**src/rtl/mcu_debug_bridge.sv**
```systemverilog
// Debug command executor between mcu_controller and the RISC-V core: halt/resume/reset, RF and data-bus access.
// Optional memory-ack watchdog enabled by defining DBG_MEM_TIMEOUT_EN.
module mcu_debug_bridge #(
    parameter int RST_CYCLES     = 4,
    parameter int TIMEOUT_CYCLES = 256
) (
    input  logic        clk,
    input  logic        rst,
    input  logic        valid,
    input  logic        pause,
    input  logic        resume,
    input  logic        reset,
    input  logic        reg_rd,
    input  logic        reg_wr,
    input  logic        mem_rd,
    input  logic        mem_wr,
    input  logic        mem_rw_byte,
    input  logic [31:0] addr,
    input  logic [31:0] d_in,
    output logic        mcu_busy,
    output logic        error,
    output logic [31:0] pc,
    output logic [31:0] d_rd,
    output logic        core_halt,
    input  logic        core_halted,
    output logic        core_rst,
    input  logic [31:0] core_pc,
    output logic [4:0]  rf_addr,
    output logic [31:0] rf_wdata,
    output logic        rf_we,
    input  logic [31:0] rf_rdata,
    output logic [31:0] mem_addr,
    output logic [31:0] mem_wdata,
    output logic [3:0]  mem_be,
    output logic        mem_re,
    output logic        mem_we,
    input  logic        mem_ack,
    input  logic [31:0] mem_rdata
);

    localparam logic [2:0] IDLE      = 3'd0;
    localparam logic [2:0] HALT_WAIT = 3'd1;
    localparam logic [2:0] RST_PULSE = 3'd2;
    localparam logic [2:0] REG_ACC   = 3'd3;
    localparam logic [2:0] MEM_WAIT  = 3'd4;

    // One counter serves both the reset pulse and the watchdog, sized for the larger.
    localparam int CNT_MAX = (RST_CYCLES > TIMEOUT_CYCLES) ? RST_CYCLES : TIMEOUT_CYCLES;
    localparam int CW      = $clog2(CNT_MAX + 1);
    localparam logic [CW-1:0] RST_LAST = CW'(RST_CYCLES - 1);
`ifdef DBG_MEM_TIMEOUT_EN
    localparam logic [CW-1:0] TO_LAST = CW'(TIMEOUT_CYCLES - 1);
`endif

    logic [2:0]    state_q, state_d;
    logic          paused_q, paused_d;
    logic          busy_q, busy_d;
    logic          error_q, error_d;
    logic [31:0]   pc_q, pc_d;
    logic [31:0]   d_rd_q, d_rd_d;
    logic          core_halt_q, core_halt_d;
    logic          core_rst_q, core_rst_d;
    logic [4:0]    rf_addr_q, rf_addr_d;
    logic [31:0]   rf_wdata_q, rf_wdata_d;
    logic          rf_we_q, rf_we_d;
    logic          reg_rd_op_q, reg_rd_op_d;
    logic [31:0]   mem_addr_q, mem_addr_d;
    logic [31:0]   mem_wdata_q, mem_wdata_d;
    logic [3:0]    mem_be_q, mem_be_d;
    logic          mem_re_q, mem_re_d;
    logic          mem_we_q, mem_we_d;
    logic [1:0]    lane_q, lane_d;
    logic          byte_q, byte_d;
    logic [CW-1:0] cnt_q, cnt_d;

    logic [31:0] rdata_shifted;
    logic [31:0] rd_result;

    assign rdata_shifted = mem_rdata >> {lane_q, 3'b000};
    assign rd_result     = byte_q ? {24'h0, rdata_shifted[7:0]} : mem_rdata;

    always_comb begin
        // NOTE: every next-state signal gets a default here so no path leaves it unassigned and infers a latch.
        state_d     = state_q;
        paused_d    = paused_q;
        error_d     = 1'b0;
        pc_d        = pc_q;
        d_rd_d      = d_rd_q;
        core_halt_d = core_halt_q;
        core_rst_d  = core_rst_q;
        rf_addr_d   = rf_addr_q;
        rf_wdata_d  = rf_wdata_q;
        rf_we_d     = 1'b0;
        reg_rd_op_d = reg_rd_op_q;
        mem_addr_d  = mem_addr_q;
        mem_wdata_d = mem_wdata_q;
        mem_be_d    = mem_be_q;
        mem_re_d    = mem_re_q;
        mem_we_d    = mem_we_q;
        lane_d      = lane_q;
        byte_d      = byte_q;
        cnt_d       = cnt_q;

        if (valid && state_q != IDLE) begin
            error_d = 1'b1;
        end

        case (state_q)
            IDLE: begin
                if (valid) begin
                    if (pause) begin
                        core_halt_d = 1'b1;
                        state_d     = HALT_WAIT;
                    end else if (resume) begin
                        // A no-op pass through REG_ACC gives resume its one busy cycle.
                        core_halt_d = 1'b0;
                        paused_d    = 1'b0;
                        reg_rd_op_d = 1'b0;
                        state_d     = REG_ACC;
                    end else if (reset) begin
                        core_rst_d = 1'b1;
                        cnt_d      = '0;
                        state_d    = RST_PULSE;
                    end else if (reg_rd || reg_wr || mem_rd || mem_wr) begin
                        if (!paused_q) begin
                            error_d = 1'b1;
                        end else if (reg_rd) begin
                            rf_addr_d   = addr[4:0];
                            reg_rd_op_d = 1'b1;
                            state_d     = REG_ACC;
                        end else if (reg_wr) begin
                            rf_addr_d   = addr[4:0];
                            rf_wdata_d  = d_in;
                            rf_we_d     = (addr[4:0] != 5'd0);
                            reg_rd_op_d = 1'b0;
                            state_d     = REG_ACC;
                        end else if (!mem_rw_byte && addr[1:0] != 2'b00) begin
                            error_d = 1'b1;
                        end else begin
                            mem_addr_d  = {addr[31:2], 2'b00};
                            mem_be_d    = mem_rw_byte ? (4'b0001 << addr[1:0]) : 4'b1111;
                            mem_wdata_d = mem_rw_byte ? {4{d_in[7:0]}} : d_in;
                            mem_re_d    = mem_rd;
                            mem_we_d    = !mem_rd;
                            lane_d      = addr[1:0];
                            byte_d      = mem_rw_byte;
                            cnt_d       = '0;
                            state_d     = MEM_WAIT;
                        end
                    end
                end
            end
            HALT_WAIT: begin
                if (core_halted) begin
                    pc_d     = core_pc;
                    paused_d = 1'b1;
                    state_d  = IDLE;
                end
            end
            RST_PULSE: begin
                if (cnt_q == RST_LAST) begin
                    core_rst_d = 1'b0;
                    state_d    = IDLE;
                end else begin
                    cnt_d = cnt_q + 1'b1;
                end
            end
            REG_ACC: begin
                if (reg_rd_op_q) begin
                    d_rd_d = rf_rdata;
                end
                state_d = IDLE;
            end
            MEM_WAIT: begin
                if (mem_ack) begin
                    mem_re_d = 1'b0;
                    mem_we_d = 1'b0;
                    if (mem_re_q) begin
                        d_rd_d = rd_result;
                    end
                    state_d = IDLE;
`ifdef DBG_MEM_TIMEOUT_EN
                end else if (cnt_q == TO_LAST) begin
                    mem_re_d = 1'b0;
                    mem_we_d = 1'b0;
                    error_d  = 1'b1;
                    state_d  = IDLE;
                end else begin
                    cnt_d = cnt_q + 1'b1;
`endif
                end
            end
            default: state_d = IDLE;
        endcase

        busy_d = (state_d != IDLE);
    end

    // NOTE: sequential state uses non-blocking assignments so every register samples pre-edge values.
    always_ff @(posedge clk or posedge rst) begin
        if (rst) begin
            state_q     <= IDLE;
            paused_q    <= 1'b0;
            busy_q      <= 1'b0;
            error_q     <= 1'b0;
            pc_q        <= '0;
            d_rd_q      <= '0;
            core_halt_q <= 1'b0;
            core_rst_q  <= 1'b0;
            rf_addr_q   <= '0;
            rf_wdata_q  <= '0;
            rf_we_q     <= 1'b0;
            reg_rd_op_q <= 1'b0;
            mem_addr_q  <= '0;
            mem_wdata_q <= '0;
            mem_be_q    <= '0;
            mem_re_q    <= 1'b0;
            mem_we_q    <= 1'b0;
            lane_q      <= '0;
            byte_q      <= 1'b0;
            cnt_q       <= '0;
        end else begin
            state_q     <= state_d;
            paused_q    <= paused_d;
            busy_q      <= busy_d;
            error_q     <= error_d;
            pc_q        <= pc_d;
            d_rd_q      <= d_rd_d;
            core_halt_q <= core_halt_d;
            core_rst_q  <= core_rst_d;
            rf_addr_q   <= rf_addr_d;
            rf_wdata_q  <= rf_wdata_d;
            rf_we_q     <= rf_we_d;
            reg_rd_op_q <= reg_rd_op_d;
            mem_addr_q  <= mem_addr_d;
            mem_wdata_q <= mem_wdata_d;
            mem_be_q    <= mem_be_d;
            mem_re_q    <= mem_re_d;
            mem_we_q    <= mem_we_d;
            lane_q      <= lane_d;
            byte_q      <= byte_d;
            cnt_q       <= cnt_d;
        end
    end

    assign mcu_busy  = busy_q;
    assign error     = error_q;
    assign pc        = pc_q;
    assign d_rd      = d_rd_q;
    assign core_halt = core_halt_q;
    assign core_rst  = core_rst_q;
    assign rf_addr   = rf_addr_q;
    assign rf_wdata  = rf_wdata_q;
    assign rf_we     = rf_we_q;
    assign mem_addr  = mem_addr_q;
    assign mem_wdata = mem_wdata_q;
    assign mem_be    = mem_be_q;
    assign mem_re    = mem_re_q;
    assign mem_we    = mem_we_q;

endmodule

```
**config.mk**
```make
export PLATFORM = sky130hd
export DESIGN_NAME = mcu_debug_bridge
export DESIGN_NICKNAME = d
export VERILOG_FILES = /design/src/rtl/mcu_debug_bridge.sv
export SDC_FILE = /design/constraint.sdc
export NUM_CORES = 1
export LEC_CHECK = 0
export ABC_AREA = 1
export CAP_MARGIN = 20
export CORE_MARGIN = 2
export CORE_UTILIZATION = 40
export CTS_CLUSTER_SIZE = 10
export DETAILED_ROUTE_END_ITERATION = 12
export GPL_ROUTABILITY_DRIVEN = 0
export PLACE_DENSITY = 0.72
export SLEW_MARGIN = 20
export SYNTH_ARGS = -nofsm -noshare
export SYNTH_HDL_FRONTEND = slang
export SYNTH_SLANG_ARGS = --single-unit
export TNS_END_PERCENT = 20
```
**constraint.sdc**
```tcl
create_clock -name clk -period 7.92 [get_ports clk]
set_input_delay 1.584 -clock clk [delete_from_list [all_inputs] [get_ports clk]]
set_output_delay 1.584 -clock clk [all_outputs]
set_load 0.05 [all_outputs]
```
==> results.md <==
- Status: complete, no violations
- Area growth syn-to-layout: 47.9%
- ANT cells: 0
- Crit path buf inv count: 3
- Commonest cells post-synth: nand2_1, dfrtp_1, nand3_1
- Most common cell in the netlist: nand2_1
- # DRC: 0
- Global-route wire length before repair: ~41,000 µm
- Crit path launch: mem_rw_byte
- Fin. Hold Viols: 0
- # Max-Cap Violations: 0
- Post_cts resized: 0
- Post-Route WL: between 20,000 and 30,000 µm
- Crit path largest cell delay: 0.74 ns
- Area of the multi-input gates: ~3300 µm²
- Clk_lat worst skew: 0.43 ns
- Rows: between 50 and 60
- Postcts setup bufs: 0
- CP startpoint kind: input pin
- Synth Cell Area: 8610 µm²
- Post-layout min period: 4.09 ns
- Wire per inst: approximately 18 µm
- Reg2reg setup slack: between 5 and 6 ns
- Io pins: 349
- CTS Sinks: ~190
- Clock slew at reported path FFs: approximately 0.060 ns
- Initial Utilization: 0.408
- Die area: around 23,000 µm²
- Tcrit/Tclk final: 0.517
- DP Area: roughly 12,000 µm²
- Final Skew: 0.0110 ns
- Stages on the worst setup path: 9
- Critical path's top delay family: buffers and inverters
- Worst slew pin tran: 0.953 ns
- Synth warn: 0
- Reg area: roughly 4800 µm²
- Die outline height: between 150 and 200 µm
- Setup crit end kind: register
- Reg2reg path depth: 8
- Post-synth EDFFs: 0
- Final net count: between 1,000 and 1,500
- Yosys top cell by area: dfrtp_1
- IO Port Bufs: about 350
- Root buffer cell: clkbuf_16
- Vias in the first global route: about 7,400
- CP Capture Point: mem_addr[3]
- RSZ-0062 raised after global routing: false
- Share of cells above drive strength 1: 0.102
- Routed via count: approximately 7,500
- FF+latch count, synth: ~190
- Die span in x: 151 µm
- Synth Area per Inst: between 9 and 10 µm²
- Data required, critical path: about 8 ns
- CP Max Fanout: 73
- Hold Crit Class: register to register
- Power per cell area: about 360 nW/µm²
- DP Wirelength: approximately 20,000 µm
- CTS Buf Count: 17
- Cells after Synth: 903
- Synth top area share: 0.555
- Hold buffers post-CTS: 0
- Initial detailed-routing violation count: between 400 and 500
- Design Area, Final: around 13,000 µm²
- CP cell instances: clkdlybuf4s50_1 > inv_2 > nand2_2 > nand4_4 > nor2_8 > nand2_4 > buf_4 > nand2_1 > o21ai_2
- Clock Path Buffers: 2
- Leak Pwr: slightly below 6 nW
- Post-synth ARST share: 1.00
- Reg-to-Reg Start: state_q[1]
- CTS tree: yes
- Htree depth: 4
- Sequential area share after synthesis: 0.555
- Initial antenna violation count: 0
- Max Fclk: between 200 and 250 MHz
- GR Overflow Total: 0
- FF-to-FF End: d_rd[26]
- FILL cells: around 1,800
- Tot GR Track Use: 0.235
- Slowest stage cell, crit path: clkdlybuf4s50_1
- Largest net degree at the start of global routing: between 100 and 150
- Ys flop type: dfrtp_1
- Core ar.: 21,100 µm²
- Setup TNS: 0 ns
- Arrival time of the worst setup path: around 4.4 ns
- Largest cells by area after synthesis: dfrtp_1, nand2_1, nand3_1
- Routed vias/inst: approximately 5.0
- Setup violators final: 0
- Maximum vdd drop: between 200 and 250 µV
- Synth unique cells: approximately 40
- Slew headroom: 0.365
- Pins over their slew limit: 0
- Critical path class: input pin to register
- Detailed Routing Iterations Pass 1: 5
- DRT antenna net count: 0
-- cell families (layout without fill, tap and decap cells) --
kind of cell / count (synthesis) / in the layout / share of synthesized area
xor+xnor: 1 / 1 / 0.00102
simple gates: 407 / 407 / 0.203
flops: 191 / 191 / 0.555
mux: 56 / 56 / 0.0750
buf+inv: 103 / 438 / 0.0610
compound gates: 143 / 143 / 0.103
other cells: 1 / 2 / 0.000435
fa+ha+maj: 1 / 1 / 0.00145
-- worst register-to-register path, cell delays in order, from the launching register on --
cell     delay (ns)
dfrtp_1        0.46
nor2_1         0.21
nand2_1        0.07
buf_4          0.27
inv_2          0.44
nand3_2        0.27
nand2_4        0.52
nor2_1         0.11
a31oi_1        0.19
-- state kept, by name (all words and copies together) (netlist names) --
signal,flops
rf_addr,5
mcu_busy,1
reg_rd_op_q,1
mem_be,4
core_rst,1
byte_q,1
mem_wdata,32
rf_we,1
paused_q,1
core_halt,1
mem_we,1
d_rd,32
mem_re,1
cnt_q,9
rf_wdata,32
mem_addr,30
state_q,3
lane_q,2
error,1
pc,32
-- placed cells by master (no fill, tap or decap), types with 8 or more instances in the layout --
cell / Yosys / routed
clkdlybuf4s50_1: 0 / 346
inv_2: 9 / 9
o21ai_0: 27 / 27
dfrtp_1: 191 / 191
a21oi_1: 38 / 38
inv_1: 48 / 47
a31oi_1: 29 / 29
o21ai_1: 11 / 11
nand2_1: 228 / 228
nor2_1: 68 / 68
clkbuf_16: 0 / 17
nand4_1: 8 / 8
o21ai_2: 27 / 27
mux2_1: 20 / 20
nand3_1: 78 / 78
mux2_2: 32 / 32
-- power breakdown --
group / total, mW / switching [mW] / internal (mW) / leakage, nW
combinational: 2.22 / 1.47 / 0.755 / 3.07
clock: 0.852 / 0.393 / 0.459 / 0.284
sequential: 1.45 / 0.175 / 1.27 / 2.47
total: 4.52 / 2.04 / 2.49 / 5.82
-- cell type report --
class,instances,area share
clock buffers,19,0.0356
well taps,275,0.0270
flip-flops and latches,191,0.375
repair buffers,349,0.274
clock inverters,12,0.00992
inverters,58,0.0177
multi-input cells,610,0.261
-- how the worst min path moves through the flow --
stage | end | depth (start not counted) | from | slack [ns]
after global placement | mem_addr[5] | 2 | mem_addr[5] | 0.45
after CTS | mem_addr[23] | 2 | mem_addr[23] | 0.47
final | mem_addr[23] | 2 | mem_addr[23] | 0.47
after global routing | mem_addr[23] | 2 | mem_addr[23] | 0.49
after detailed placement | mem_addr[16] | 2 | mem_addr[16] | 0.46
after floorplan | cnt_q[8] | 2 | cnt_q[8] | 0.44
-- through the flow --
| step | setup slack (ns) | instances | hold slack [ns] | power [mW] | util |
|---|---|---|---|---|---|
| finish | 3.83 | 1514 | 0.469 | 4.52 | 0.604 |
| floorplan | 1.14 | 904 | 0.442 | 2.90 | - |
| global route | 3.63 | 1514 | 0.487 | 4.74 | 0.604 |
| global placement | 3.46 | 1483 | 0.453 | 3.67 | 0.576 |
| detailed placement | 3.39 | 1483 | 0.458 | 3.69 | 0.576 |
| CTS | 3.83 | 1514 | 0.475 | 4.56 | 0.604 |
-- layer usage --
layer / up-vias / part of all wire / global-route usage
li1: 3648 / - / -
met3: 42 / 0.060 / 0.0524
met4: 0 / 0.024 / 0.0771
met2: 254 / 0.50 / 0.386
met5: - / 0 / 0
met1: 3603 / 0.42 / 0.309
Note: power is estimated with default switching activity, not from simulation.
